[src/rtl/morse_pkg.sv]
// morse_pkg: shared widths, FSM state type and letter patterns A-H for the Morse encoder.
package morse_pkg;
  localparam int PATTERN_W = 12;
  localparam int LEN_W = 4;
`ifdef MORSE_TRAILING_GAP_EN
  typedef enum logic [1:0] {IDLE, SEND, GAP} state_t;
`else
  typedef enum logic [1:0] {IDLE, SEND} state_t;
`endif
  localparam logic [PATTERN_W-1:0] PAT_A = 12'b1011_1000_0000;
  localparam logic [PATTERN_W-1:0] PAT_B = 12'b1110_1010_1000;
  localparam logic [PATTERN_W-1:0] PAT_C = 12'b1110_1011_1010;
  localparam logic [PATTERN_W-1:0] PAT_D = 12'b1110_1010_0000;
  localparam logic [PATTERN_W-1:0] PAT_E = 12'b1000_0000_0000;
  localparam logic [PATTERN_W-1:0] PAT_F = 12'b1010_1110_1000;
  localparam logic [PATTERN_W-1:0] PAT_G = 12'b1110_1110_1000;
  localparam logic [PATTERN_W-1:0] PAT_H = 12'b1010_1010_0000;
  localparam logic [LEN_W-1:0] LEN_A = 4'd5;
  localparam logic [LEN_W-1:0] LEN_B = 4'd9;
  localparam logic [LEN_W-1:0] LEN_C = 4'd11;
  localparam logic [LEN_W-1:0] LEN_D = 4'd7;
  localparam logic [LEN_W-1:0] LEN_E = 4'd1;
  localparam logic [LEN_W-1:0] LEN_F = 4'd9;
  localparam logic [LEN_W-1:0] LEN_G = 4'd9;
  localparam logic [LEN_W-1:0] LEN_H = 4'd7;
endpackage

[src/rtl/morse_rom.sv]
// morse_rom: letter select to left-aligned unit pattern and pattern length.
module morse_rom
  import morse_pkg::*;
(
  input  logic [2:0]           letter_i,
  output logic [PATTERN_W-1:0] pattern_o,
  output logic [LEN_W-1:0]     length_o
);
  always_comb begin
    pattern_o = '0;
    length_o = '0;
    case (letter_i)
      3'd0: begin pattern_o = PAT_A; length_o = LEN_A; end
      3'd1: begin pattern_o = PAT_B; length_o = LEN_B; end
      3'd2: begin pattern_o = PAT_C; length_o = LEN_C; end
      3'd3: begin pattern_o = PAT_D; length_o = LEN_D; end
      3'd4: begin pattern_o = PAT_E; length_o = LEN_E; end
      3'd5: begin pattern_o = PAT_F; length_o = LEN_F; end
      3'd6: begin pattern_o = PAT_G; length_o = LEN_G; end
      3'd7: begin pattern_o = PAT_H; length_o = LEN_H; end
    endcase
  end
endmodule

[src/rtl/morse_encoder.sv]
// morse_encoder: serialises letters A-H as Morse units on an LED, one unit per UNIT_TICKS ticks.
// Define MORSE_TRAILING_GAP_EN to append a 3-unit silent gap before Done.
module morse_encoder
  import morse_pkg::*;
#(
  parameter int UNIT_TICKS = 1
) (
  input  logic       ClockIn,
  input  logic       Reset,
  input  logic       Tick,
  input  logic       Start,
  input  logic [2:0] Letter,
  output logic       MorseOut,
  output logic       Busy,
  output logic       Done
);
  localparam int CW = $clog2(UNIT_TICKS) + 1;
  localparam logic [CW-1:0] LAST = CW'(UNIT_TICKS - 1);
  state_t state_q, state_d;
  logic [PATTERN_W-1:0] shift_q, shift_d, rom_pat;
  logic [LEN_W-1:0] rem_q, rem_d, rom_len;
  logic [CW-1:0] unit_q, unit_d;
  logic done_q, done_d, unit_end;
  morse_rom u_rom (
    .letter_i (Letter),
    .pattern_o(rom_pat),
    .length_o (rom_len)
  );
  assign unit_end = Tick && unit_q == LAST;
  always_comb begin
    state_d = state_q;
    shift_d = shift_q;
    rem_d = rem_q;
    unit_d = unit_q;
    done_d = 1'b0;
    if (state_q == IDLE) begin
      if (Start) begin
        state_d = SEND;
        shift_d = rom_pat;
        rem_d = rom_len;
        unit_d = '0;
      end
    end else begin
      if (Tick) unit_d = unit_end ? '0 : unit_q + 1'b1;
      if (unit_end) begin
        if (rem_q > LEN_W'(1)) begin
          rem_d = rem_q - 1'b1;
          shift_d = shift_q << 1;
        end else begin
`ifdef MORSE_TRAILING_GAP_EN
          // the gap reuses the remaining count as a 3-unit countdown
          if (state_q == SEND) begin
            state_d = GAP;
            rem_d = LEN_W'(3);
          end else begin
            state_d = IDLE;
            done_d = 1'b1;
          end
`else
          state_d = IDLE;
          done_d = 1'b1;
`endif
        end
      end
    end
  end
  always_ff @(posedge ClockIn or negedge Reset) begin
    if (!Reset) begin
      state_q <= IDLE;
      shift_q <= '0;
      rem_q <= '0;
      unit_q <= '0;
      done_q <= 1'b0;
    end else begin
      state_q <= state_d;
      shift_q <= shift_d;
      rem_q <= rem_d;
      unit_q <= unit_d;
      done_q <= done_d;
    end
  end
  assign MorseOut = state_q == SEND && shift_q[PATTERN_W-1];
  assign Busy = state_q != IDLE;
  assign Done = done_q;
endmodule
[config.mk]
export PLATFORM = sky130hd
export DESIGN_NAME = morse_encoder
export DESIGN_NICKNAME = d
export VERILOG_FILES = /design/src/rtl/morse_pkg.sv /design/src/rtl/morse_rom.sv /design/src/rtl/morse_encoder.sv
export SDC_FILE = /design/constraint.sdc
export NUM_CORES = 1
export LEC_CHECK = 0
export ABC_AREA = 1
export CAP_MARGIN = 40
export CELL_PAD_IN_SITES_DETAIL_PLACEMENT = 1
export CELL_PAD_IN_SITES_GLOBAL_PLACEMENT = 2
export CORE_ASPECT_RATIO = 1.5
export CORE_MARGIN = 4
export CORE_UTILIZATION = 33
export CTS_CLUSTER_SIZE = 10
export DETAILED_ROUTE_END_ITERATION = 10
export PLACE_DENSITY = 0.75
export SYNTH_ARGS = -nofsm -noshare
export SYNTH_HDL_FRONTEND = slang
export SYNTH_SLANG_ARGS = --single-unit
[constraint.sdc]
create_clock -name ClockIn -period 2.7 [get_ports ClockIn]
set_input_delay 0.54 -clock ClockIn [delete_from_list [all_inputs] [get_ports ClockIn]]
set_output_delay 0.54 -clock ClockIn [all_outputs]
set_load 0.01 [all_outputs]
### After elaboration in Yosys (flattened, before gate mapping)

Memories as Yosys holds them, arrays and structs flattened.
Index checks and enable logic that the tools add are counted.

| cells by class | value |
|---|---|
| $lt $le $gt $ge | 1 |
| add/subtract/negate cells | 2 |
| bitwise gates (word level) | 1 |
| multiplexer cells | 19 |
| reduce and logical (&&, ||, !) cells | 10 |
| equality and inequality tests | 3 |

Operator list:

| cell | count |
|---|---|
| $mux 12 | 4 |
| $mux 4 | 4 |
| $mux 2 | 4 |
| $reduce_bool 2->1 | 4 |
| $mux 1 | 7 |
| $reduce_and 3->1 | 2 |
| $gt 4x1->1 const B | 1 |
| $ne 2x2->1 const B | 2 |
| $sub 4x1->4 const B | 1 |
| $eq 2x1->1 const B | 1 |
| $logic_and 1x1->1 | 2 |
| $logic_not 2->1 | 1 |
| $reduce_and 2->1 | 1 |
| $add 1x1->1 const B | 1 |
| $not 1->1 | 1 |

| word-level totals | value |
|---|---|
| output and inout port bits | 3 |
| input bits | 7 |
| word-level logic and storage cells | 42 |
| memories | 1 |
| register bits after elaboration | 20 |
| ROM bits | 96 |

Memories:

| name | words | bits a word | read ports | clocked after memory_dff | write ports | line | RTL |
|---|---|---|---|---|---|---|---|
| (name not given) | 8 | 12 | 1 | 0 | 0 | morse_rom.sv:12 | `case (letter_i)` |

### Longest topological paths before layout

| logic depth | value |
|---|---|
| word-level depth | 5 |
| mapped depth | 9 |
| depth with buffers taken out | 9 |

### Hierarchy

A second synthesis with hierarchy kept.

| unflattened totals | value |
|---|---|
| cells, all modules | 171 |
| area total of the unflattened synthesis | 1,263.7 µm² |

By module, submodules not included:

| module | cells each | area an instance (µm²) | instances | seq. area each (µm²) |
|---|---|---|---|---|
| morse_encoder | 139 | 1,081.0 | 1 | 475.5 |
| morse_rom | 32 | 182.7 | 1 | 0.0 |

### Worst setup path before layout

Ideal clock, no wire load.

| timing path | value |
|---|---|
| kind | reg2out |
| from | register state_q[0] |
| to | output MorseOut |
| data required time | 2,160 ps |
| arrival | 849 ps |
| slack | 1,311 ps |
| stages on the path, launching flop included | 5 |
| path buffers | 2 |
| path through | dfrtp_1 -> buf_6 -> buf_2 -> nand2_1 -> inv_1 |

| between the ends | value |
|---|---|
| cells in the longest elaborated chain, start to end | 2 |

Ends and longest elaborated chain:

| item | line | RTL |
|---|---|---|
| start, declared | morse_encoder.sv:19 | `state_t state_q, state_d;` |
| start signal, assigned | morse_encoder.sv:75 | `state_q <= state_d;` |
| $eq 2x1->1 | morse_encoder.sv:82 | `assign MorseOut = state_q == SEND && shift_q[PATTERN_W-1];` |
| $logic_and 1x1->1 | morse_encoder.sv:82 |  |
| end, declared | morse_encoder.sv:13 | `output logic MorseOut,` |

Every way passes these cells.

### Worst setup path after layout

Ends and elaborated chain as after synthesis.

==> results.toml <==
[timing]
report.final.slew_viol_count = 0
max_freq_mhz = 491
setup_slack_ns = 0.662
whs_ns = 0.493
hold_viol = 0
rsz0062_at_grt = "false"
post-route-min-period_ns = 2.04
setup-violations-final = 0
fin_skew_ns = 0.00299
fin_crit_sh_pct = 75.5
slew-limit-headroom_pct = 76.4
worstMarginPinSlew_ns = 0.355
tns_ns = 0

[power_and_ir_drop]
ir_drop_uv = 531
p_total_mw = 1.34
leakagePower_nw = 0.620
powerDensity_nw_per_um2 = 1110

[route]
wl_per_cell_um = 13.0
route.antenna.remaining_nets = 0
drt_drc_violations_left = 0
vias_per_cell = 4.54
first_iter_violations = 6
dr.pass1.iters = 3
via_count = 818
drt-total-wl_mm = 2.35

[global_routing]
grt_usage_pct = 13.7
grt_pass1_vias = 880
grt_max_degree = 22
grt-ovfl-total = 0
grt_first_pass_wirelength_mm = 4.17
antenna_found_initial = 0

[cts]
clock_latency_ns = 0.25
post-cts-setup-buffer-count = 0
root_buffer = "clkbuf_8"
clock_path_buffers = 2
ctsHtreeMaxLevel = 1
cts_made_buffers = 3
clk_pin_slew_ns = 0.07
cts_sinks = 18
cts_tree = "yes"
cts_resized = 0
hold_buffers = 0

[worst_setup_path]
cp.required_ns = 2.16
ff2ff_setup_slack_ns = 1.04
start_kind = "flip-flop"
crit_path_max_fanout = 8
cp-end-kind = "output pin"
critPathArrivalTime_ns = 1.50
crit_type = "flip-flop to output pin"

[placed_design]
hpwl_mm = 1.79
gp_congestion = 0.763
dp_slack_ns = 0.707
io_buffers = 9

[floorplanning]
io_pins = 10
rows = 24
die_area_sq_um = 4200
fp.dieW_um = 54.2
core_area_sq_um = 3000
start_util_pct = 35.2
die_h_um = 77.4

[synthesis]
async_flop_share_pct = 100
synth_common_cells = "nand2_1, dfrtp_1, inv_1, nor2_1"
synth_seq_area_share_pct = 42.6
synth-edff-count = 0
synthMostInstantiatedCell = "nand2_1"
synth_nets = 143
syn_avg_cell_area_sq_um = 8.08
synth_top_cell_by_area = "dfrtp_1"
synth_cell_types = 20
ys.flop_type = "dfrtp_1"
yosys_warnings = 0
netlist_top_cells_area = "dfrtp_1, nand2_1, ha_1"
yosys_register_bits = 18
synth_top_cell_area_share_pct = 42.6
netlist_area_sq_um = 1060
syn_inst = 131

[finish]
final_util_pct = 40.3
num_antenna_cells = 0
drive_gt1_share_pct = 15.6
syn_to_final_growth_pct = 14.4
nets = 155

[hold_path]
hold_class = "flip-flop to flip-flop"

[run]
maxCapViolations = 0

[outcome]
status = "finished, final reports clean"
report_power, final:
part           internal (mW)  total, mW  switching (mW)
Combinational          0.259      0.685           0.427
Sequential             0.375      0.468          0.0931
Clock                 0.0992      0.188          0.0888
Total                  0.733       1.34           0.608
final timing paths:
path / start / end / cells after the start
hold reg to reg: shift_q[6] / shift_q[6] / 2
max in group asynchronous: Reset / shift_q[10] / 2
setup / recovery: state_q[0] / MorseOut / 3
setup reg to reg: rem_q[0] / shift_q[1] / 9
min in group asynchronous: Reset / shift_q[11] / 2
hold / removal: shift_q[6] / shift_q[6] / 2
stage by stage:
| stage | area (sq um) | std cells |
|---|---|---|
| after CTS | 1210 | 180 |
| after global routing | 1210 | 180 |
| final | 1210 | 180 |
| after detailed placement | 1170 | 177 |
| after floorplan | 1060 | 131 |
| after global placement | 1170 | 177 |
sequential cells by signal, summed over array words and instances, names as in the netlist:
name,count
Done,1
rem_q,4
shift_q,11
state_q,1
unit_q,1
critical path, stage by stage, from the launching register on:
cell             delay (ns)
dfrtp_1                0.55
nand2_1                0.09
inv_1                  0.07
clkdlybuf4s50_1        0.52
layout by cell type, fill, tap and decap left out:
cell | netlist | final
nand2_1 | 45 | 45
dfrtp_1 | 18 | 18
inv_1 | 15 | 15
nor2_1 | 10 | 10
clkdlybuf4s50_1 | 0 | 9
o21ai_0 | 6 | 6
nand2_2 | 6 | 6
o21ai_2 | 6 | 6
ha_1 | 5 | 5
nand3_1 | 4 | 4
a21oi_1 | 4 | 4
clkbuf_8 | 0 | 3
nand3_4 | 2 | 2
buf_4 | 0 | 2
inv_6 | 1 | 1
nor2_4 | 1 | 1
inv_2 | 1 | 1
o21ai_1 | 1 | 1
xnor2_1 | 1 | 1
a22oi_1 | 1 | 1
final cells by class:
cell class,instances,area [sq um]
fillers,368,1790
multi-input cells,92,497
flip-flops and latches,18,450
repair buffers,11,105
inverters,17,68.8
well taps,39,48.8
clock buffers,3,41.3
logic make-up (layout without fill, tap and decap cells):
kind of cell	count (synthesis)	after routing	share of synthesized area [%]
XOR/XNOR	1	1	0.828
buffers and inverters	21	31	10.5
AO/OA/AOI/OAI	18	18	10.9
AND/OR/NAND/NOR	68	68	29.3
adder cells (fa/ha/maj)	5	5	5.91
flip-flops	18	18	42.6
layer usage:
metal | global-route usage, % | routed length (um) | share of wire, %
met1 | 16.0 | 997 | 42
met2 | 22.4 | 1250 | 53
met3 | 2.30 | 37 | 1.6
met4 | 8.23 | 67 | 2.9
met5 | 0 | 0 | 0
Note: power is estimated with default switching activity, not from simulation.
